File: src/rtl/frame_uart_tx_pkg.sv
// Shared constants, state types and the frame byte selector for the frame UART transmitter.
// The frame is a header, a status byte, then the 96-bit payload sent most-significant byte first.
package frame_uart_tx_pkg;

   localparam logic [7:0] HEADER_BYTE   = 8'hA5;
   localparam logic [7:0] STATUS_OK     = 8'h01;
   localparam logic [7:0] STATUS_NG     = 8'h00;
   localparam int         FRAME_BYTES   = 14;
   localparam logic [3:0] LAST_BYTE_IDX = 4'(FRAME_BYTES - 1);

   typedef enum logic [1:0] {
      ST_IDLE = 2'd0,
      ST_SEND = 2'd1,
      ST_NEXT = 2'd2
   } frame_state_t;

   typedef enum logic [1:0] {
      BIT_IDLE  = 2'd0,
      BIT_START = 2'd1,
      BIT_DATA  = 2'd2,
      BIT_STOP  = 2'd3
   } bit_state_t;

   // Byte 2 carries res[95:88] and byte 13 carries res[7:0]; out-of-range indices give zero.
   function automatic logic [7:0] frame_byte(input logic [3:0] idx,
                                             input logic success,
                                             input logic [95:0] res);
      logic [3:0] rev_s;
      logic [7:0] byte_s;
      rev_s = 4'd0;
      case (idx)
         4'd0:    byte_s = HEADER_BYTE;
         4'd1:    byte_s = success ? STATUS_OK : STATUS_NG;
         default: begin
            if (idx <= LAST_BYTE_IDX) begin
               rev_s  = 4'(LAST_BYTE_IDX - idx);
               byte_s = 8'(res >> {rev_s, 3'b000});
            end else begin
               byte_s = 8'h00;
            end
         end
      endcase
      return byte_s;
   endfunction

endpackage

File: src/rtl/uart_tx_byte.sv
// 8N1 byte serializer: start bit, eight data bits LSB first, stop bit, each CLKS_PER_BIT cycles.
// done is high on the final stop-bit cycle, and a start on that cycle chains the next byte gaplessly.
module uart_tx_byte #(
   parameter int CLKS_PER_BIT = 234
) (
   input  logic       clk,
   input  logic       rst,
   input  logic       start,
   input  logic [7:0] data,
   output logic       tx,
   output logic       done
);
   import frame_uart_tx_pkg::*;

   localparam logic [15:0] LAST_CNT = 16'(CLKS_PER_BIT - 1);

   bit_state_t  state_r, nxt_state_s;
   logic [15:0] cnt_r, nxt_cnt_s;
   logic [2:0]  bit_idx_r, nxt_bit_idx_s;
   logic [7:0]  shift_r, nxt_shift_s;
   logic        tx_r, nxt_tx_s;
   logic        done_r, nxt_done_s;
   logic        bit_end_s;

   assign bit_end_s = (cnt_r == LAST_CNT);

   // Bit-level next-state, counter reload and next line value.
   always_comb begin
      nxt_state_s   = state_r;
      nxt_cnt_s     = cnt_r;
      nxt_bit_idx_s = bit_idx_r;
      nxt_shift_s   = shift_r;
      nxt_tx_s      = tx_r;
      case (state_r)
         BIT_IDLE: begin
            if (start) begin
               nxt_state_s   = BIT_START;
               nxt_cnt_s     = 16'd0;
               nxt_bit_idx_s = 3'd0;
               nxt_shift_s   = data;
               nxt_tx_s      = 1'b0;
            end else begin
               nxt_cnt_s = 16'd0;
               nxt_tx_s  = 1'b1;
            end
         end
         BIT_START: begin
            if (bit_end_s) begin
               nxt_state_s   = BIT_DATA;
               nxt_cnt_s     = 16'd0;
               nxt_bit_idx_s = 3'd0;
               nxt_tx_s      = shift_r[0];
            end else begin
               nxt_cnt_s = 16'(cnt_r + 16'd1);
            end
         end
         BIT_DATA: begin
            if (bit_end_s) begin
               nxt_cnt_s = 16'd0;
               if (bit_idx_r == 3'd7) begin
                  nxt_state_s = BIT_STOP;
                  nxt_tx_s    = 1'b1;
               end else begin
                  nxt_bit_idx_s = 3'(bit_idx_r + 3'd1);
                  nxt_shift_s   = {1'b0, shift_r[7:1]};
                  nxt_tx_s      = shift_r[1];
               end
            end else begin
               nxt_cnt_s = 16'(cnt_r + 16'd1);
            end
         end
         BIT_STOP: begin
            if (bit_end_s) begin
               if (start) begin
                  nxt_state_s   = BIT_START;
                  nxt_cnt_s     = 16'd0;
                  nxt_bit_idx_s = 3'd0;
                  nxt_shift_s   = data;
                  nxt_tx_s      = 1'b0;
               end else begin
                  nxt_state_s = BIT_IDLE;
                  nxt_cnt_s   = 16'd0;
                  nxt_tx_s    = 1'b1;
               end
            end else begin
               nxt_cnt_s = 16'(cnt_r + 16'd1);
            end
         end
         default: begin
            nxt_state_s = BIT_IDLE;
            nxt_cnt_s   = 16'd0;
            nxt_tx_s    = 1'b1;
         end
      endcase
      // Registered done lands exactly on the final stop-bit cycle.
      nxt_done_s = (nxt_state_s == BIT_STOP) && (nxt_cnt_s == LAST_CNT);
   end

   // Bit-level state, counters and registered line outputs.
   always_ff @(posedge clk) begin
      if (rst) begin
         state_r   <= BIT_IDLE;
         cnt_r     <= 16'd0;
         bit_idx_r <= 3'd0;
         shift_r   <= 8'd0;
         tx_r      <= 1'b1;
         done_r    <= 1'b0;
      end else begin
         state_r   <= nxt_state_s;
         cnt_r     <= nxt_cnt_s;
         bit_idx_r <= nxt_bit_idx_s;
         shift_r   <= nxt_shift_s;
         tx_r      <= nxt_tx_s;
         done_r    <= nxt_done_s;
      end
   end

   assign tx   = tx_r;
   assign done = done_r;

endmodule

File: src/rtl/frame_uart_tx.sv
// Captures a demodulated frame on finish, acknowledges with clear, and streams a 14-byte
// UART frame (header, status, payload) back-to-back through uart_tx_byte.
module frame_uart_tx #(
   parameter int CLKS_PER_BIT = 234,
   parameter int SEND_FAILED  = 1
) (
   input  logic        clk,
   input  logic        rst,
   input  logic        finish,
   input  logic        success,
   input  logic [95:0] res,
   output logic        clear,
   output logic        tx,
   output logic        busy
);
   import frame_uart_tx_pkg::*;

   localparam logic SEND_NG = 1'(SEND_FAILED != 0);

   frame_state_t state_r, nxt_state_s;
   logic [3:0]   byte_idx_r, nxt_byte_idx_s, sel_idx_s;
   logic [95:0]  res_r;
   logic         success_r;
   logic         clear_r;
   logic         busy_r, nxt_busy_s;
   logic         capture_s;
   logic         start_s;
   logic         done_s;
   logic         byte_tx_s;
   logic [7:0]   byte_s;

   // Frame sequencing; the header is launched in the capture cycle so its start bit begins next cycle.
   always_comb begin
      nxt_state_s    = state_r;
      nxt_byte_idx_s = byte_idx_r;
      nxt_busy_s     = busy_r;
      capture_s      = 1'b0;
      start_s        = 1'b0;
      sel_idx_s      = 4'(byte_idx_r + 4'd1);
      case (state_r)
         ST_IDLE: begin
            sel_idx_s = 4'd0;
            if (finish) begin
               capture_s = 1'b1;
               if (SEND_NG || success) begin
                  nxt_state_s    = ST_SEND;
                  nxt_byte_idx_s = 4'd0;
                  nxt_busy_s     = 1'b1;
                  start_s        = 1'b1;
               end else begin
                  // Dropped frame still needs one settle cycle so the held finish is not re-captured.
                  nxt_state_s = ST_NEXT;
               end
            end else begin
               nxt_byte_idx_s = 4'd0;
            end
         end
         ST_SEND: begin
            if (done_s) begin
               if (byte_idx_r < LAST_BYTE_IDX) begin
                  nxt_byte_idx_s = 4'(byte_idx_r + 4'd1);
                  start_s        = 1'b1;
               end else begin
                  nxt_state_s = ST_NEXT;
                  nxt_busy_s  = 1'b0;
               end
            end else begin
               nxt_byte_idx_s = byte_idx_r;
            end
         end
         ST_NEXT: begin
            nxt_state_s    = ST_IDLE;
            nxt_byte_idx_s = 4'd0;
            nxt_busy_s     = 1'b0;
         end
         default: begin
            nxt_state_s    = ST_IDLE;
            nxt_byte_idx_s = 4'd0;
            nxt_busy_s     = 1'b0;
         end
      endcase
   end

   assign byte_s = frame_byte(sel_idx_s, success_r, res_r);

   // Frame state, byte index and capture registers.
   always_ff @(posedge clk) begin
      if (rst) begin
         state_r    <= ST_IDLE;
         byte_idx_r <= 4'd0;
         res_r      <= 96'd0;
         success_r  <= 1'b0;
         clear_r    <= 1'b0;
         busy_r     <= 1'b0;
      end else begin
         state_r    <= nxt_state_s;
         byte_idx_r <= nxt_byte_idx_s;
         busy_r     <= nxt_busy_s;
         clear_r    <= capture_s;
         if (capture_s) begin
            res_r     <= res;
            success_r <= success;
         end
      end
   end

   uart_tx_byte #(
      .CLKS_PER_BIT(CLKS_PER_BIT)
   ) u_byte (
      .clk   (clk),
      .rst   (rst),
      .start (start_s),
      .data  (byte_s),
      .tx    (byte_tx_s),
      .done  (done_s)
   );

   assign clear = clear_r;
   assign tx    = byte_tx_s;
   assign busy  = busy_r;

endmodule

File: config.mk
export PLATFORM = sky130hd
export DESIGN_NAME = frame_uart_tx
export DESIGN_NICKNAME = d
export VERILOG_FILES = /design/src/rtl/frame_uart_tx_pkg.sv /design/src/rtl/uart_tx_byte.sv /design/src/rtl/frame_uart_tx.sv
export SDC_FILE = /design/constraint.sdc
export NUM_CORES = 1
export LEC_CHECK = 0
export CAP_MARGIN = 10
export CORE_ASPECT_RATIO = 1.2
export CORE_UTILIZATION = 49
export DETAILED_ROUTE_END_ITERATION = 10
export PLACE_DENSITY_LB_ADDON = 0.12
export SLEW_MARGIN = 15
export SYNTH_ARGS = -nofsm -noshare
export SYNTH_HDL_FRONTEND = slang
export SYNTH_SLANG_ARGS = --single-unit
export TNS_END_PERCENT = 50
File: constraint.sdc
create_clock -name clk -period 2.7 [get_ports clk]
set_input_delay 0.27 -clock clk [delete_from_list [all_inputs] [get_ports clk]]
set_output_delay 0.27 -clock clk [all_outputs]
set_load 0.02 [all_outputs]
==> run_results.csv <==
group,metric,value,unit
status,status,"finished clean",
pwr,ir_worst_vdd,473,uV
die,core-area,0.0128,sq mm
synthesis,syn_avg_cell_area,7.76,sq um
finish,final_cell_mix,"nand2_1 (218), dfxtp_1 (134), a21oi_1 (115), clkdlybuf4s50_1 (101), nor2_1 (54)",
pwr,powerDensity,633,mW/mm^2
worst_setup_path,r2r_cells,8,
clocking,holdBufCountCts,0,
route,dr.pass1.iters,5,
die,die_area,0.0138,sq mm
worst_setup_path,cp_max_fo,24,
clocking,insertion_delay,420,ps
pwr,power.leakage,2.97,nW
finish,antenna_cells,0,
job,drv_cap,0,
global_routing,grt_pass1_wl,28.6,mm
worst_setup_path,crit_required,3020,ps
worst_setup_path,crit_type,"reg2reg",
sta,hold_viol,0,
die,die_w,107,um
finish,design_area,0.00821,sq mm
sta,grt_setup_unrepaired,"false",
global_routing,track_usage,26.7,%
die,row_count,45,
sta,layout_setup_ws,221,ps
synthesis,ys_seq_area_share,41.3,%
sta,skew,6.69,ps
sta,finalMaxSlewViolations,0,
route,via_per_inst,5.63,
die,io_pins,103,
placement,dpl_cell_area,0.00761,sq mm
sta,finalSetupTns,0,ps
placement,pre_cts_ws,246,ps
clocking,htree_levels,4,
placement,dp_cells,1061,
synthesis,yosysWarnings,0,
sta,fin_crit_sh,91.8,%
route,routed_wl,17.7,mm
placement,gp_congestion,0.935,
worst_hold_path,hold_depth,2,
die,die_h,129,um
synthesis,synthFlopType,"dfxtp_1",
worst_setup_path,endpoint_kind,"flip-flop",
sta,tightest_slew,702,ps
worst_setup_path,critPathArrivalTime,2800,ps
sta,hold_slack,371,ps
synthesis,syn-num-nets,955,
global_routing,antenna_found_initial,0,
placement,port_buffers,102,
clocking,post-cts-setup-buffer-count,0,
synthesis,syn_area,0.00654,sq mm
clocking,numCtsBuffers,17,
synthesis,synth_top_area_share,41.3,%
synthesis,synth.area.top_cells,"dfxtp_1 (41%), nand2_1 (13%), a21oi_1 (8.8%)",
global_routing,grt_pass1_vias,5977,
sta,setup_viol,0,
finish,area_delta_synth_final,25.5,%
synthesis,syn_inst,843,
route,drt-initial-drc-count,418,
placement,dp_hpwl,12.6,mm
clocking,clock-sinks,135,
synthesis,synth_edf_count,0,
pwr,power.total,5.19,mW
clocking,cts_resized,0,
route,ant_nets,0,
synthesis,ys_ff_latch,135,
finish,final_common_cell,"nand2_1",
route,drcViolationCount,0,
clocking,cts.path.max_buffers,2,
finish,fin_nets,1028,
die,start_util,50.9,%
finish,instances_no_fill,1093,
synthesis,async_flop_share,0,%
clocking,cts_root_buf,"clkbuf_16",
clocking,path_clk_slew,60,ps
sta,layout_min_cycle_time,2480,ps
route,wire_per_inst,16.2,um
synthesis,synth_cell_types,62,
sta,maxSlewHeadroom,53.2,%
sta,fmax,403,MHz
clocking,tritoncts,"built",
finish,drive_gt1_share,7.10,%
synthesis,yosysTopAreaCell,"dfxtp_1",
global_routing,grt.overflow.total,0,
worst_hold_path,worstHoldPathType,"in2reg",
route,via_count,6149,
finish,final_util,63.9,%
global_routing,grt_max_degree,98,
worst_setup_path,worst_setup_path_start_kind,"flip-flop",
-- kinds of logic after synthesis --
| group | share of synthesized area (%) |
|---|---|
| buffers and inverters | 5.64 |
| flip-flops | 41.3 |
| AO/OA/AOI/OAI | 20.3 |
| AND/OR/NAND/NOR | 23.7 |
| XOR/XNOR | 2.54 |
| adder cells (fa/ha/maj) | 2.30 |
| multiplexers | 4.15 |
-- routing by layer --
| layer | share of wire (%) | vias up | GRT usage, % |
|---|---|---|---|
| met4 | 4.5 | 0 | 15.5 |
| met3 | 4.3 | 47 | 5.98 |
| met1 | 41 | 2845 | 29.9 |
| met2 | 50 | 190 | 46.6 |
| met5 | 0 | - | 0 |
| li1 | - | 3067 | - |
-- worst max-delay path, stage by stage (launching register included) --
cell and delay (ps):
dfxtp_1 390, inv_1 60, ha_1 370, nand2_4 140, ha_1 320, buf_4 220
o41ai_1 460, o211ai_1 150, a211oi_1 270
-- final cells by class --
class                      instances  area (sq um)
clock inverter                    14           171
clock buffer                      18           429
multi-input combinational        628          3480
fill                            1164          4630
inverter                          16          60.1
timing repair buffer             118          1160
sequential                       135          2700
tap                              164           205
-- sequential cells by signal (all words and copies together), names as in the netlist, 2 cells and up --
signal            cells
byte_idx_r            4
u_byte.state_r        2
u_byte.cnt_r         16
res_r                96
u_byte.bit_idx_r      3
u_byte.shift_r        8
-- Yosys cell counts (all sizes together), types with 5 or more instances --
master / number
nand2: 220
dfxtp: 135
a21oi: 115
nor2: 54
clkbuf: 42
buf: 22
o21ai: 20
mux2i: 17
inv: 16
ha: 12
nand2b: 12
nor3: 11
o22ai: 11
xnor2: 11
or3: 10
mux2: 9
nand3: 9
a211oi: 8
xor2: 8
and3: 7
nor4: 7
o211ai: 7
o31ai: 7
a221o: 6
a2bb2oi: 6
nand4: 6
o221ai: 5
-- report_power, final --
part           switching [mW]  internal [mW]  leakage (nW)
Sequential             0.0727           2.11          1.11
Combinational           0.354          0.308          1.58
Clock                   0.893           1.46         0.287
-- worst paths after layout --
kind | from | endpoint | slack, ps
worst max register to register | byte_idx_r[1] | u_byte.shift_r[7] | 220
worst min register to register | res_r[24] | res_r[24] | 450
worst max-delay path | byte_idx_r[1] | u_byte.shift_r[7] | 220
worst min-delay path | rst | clear | 370
(Power assumes the default switching activity.)
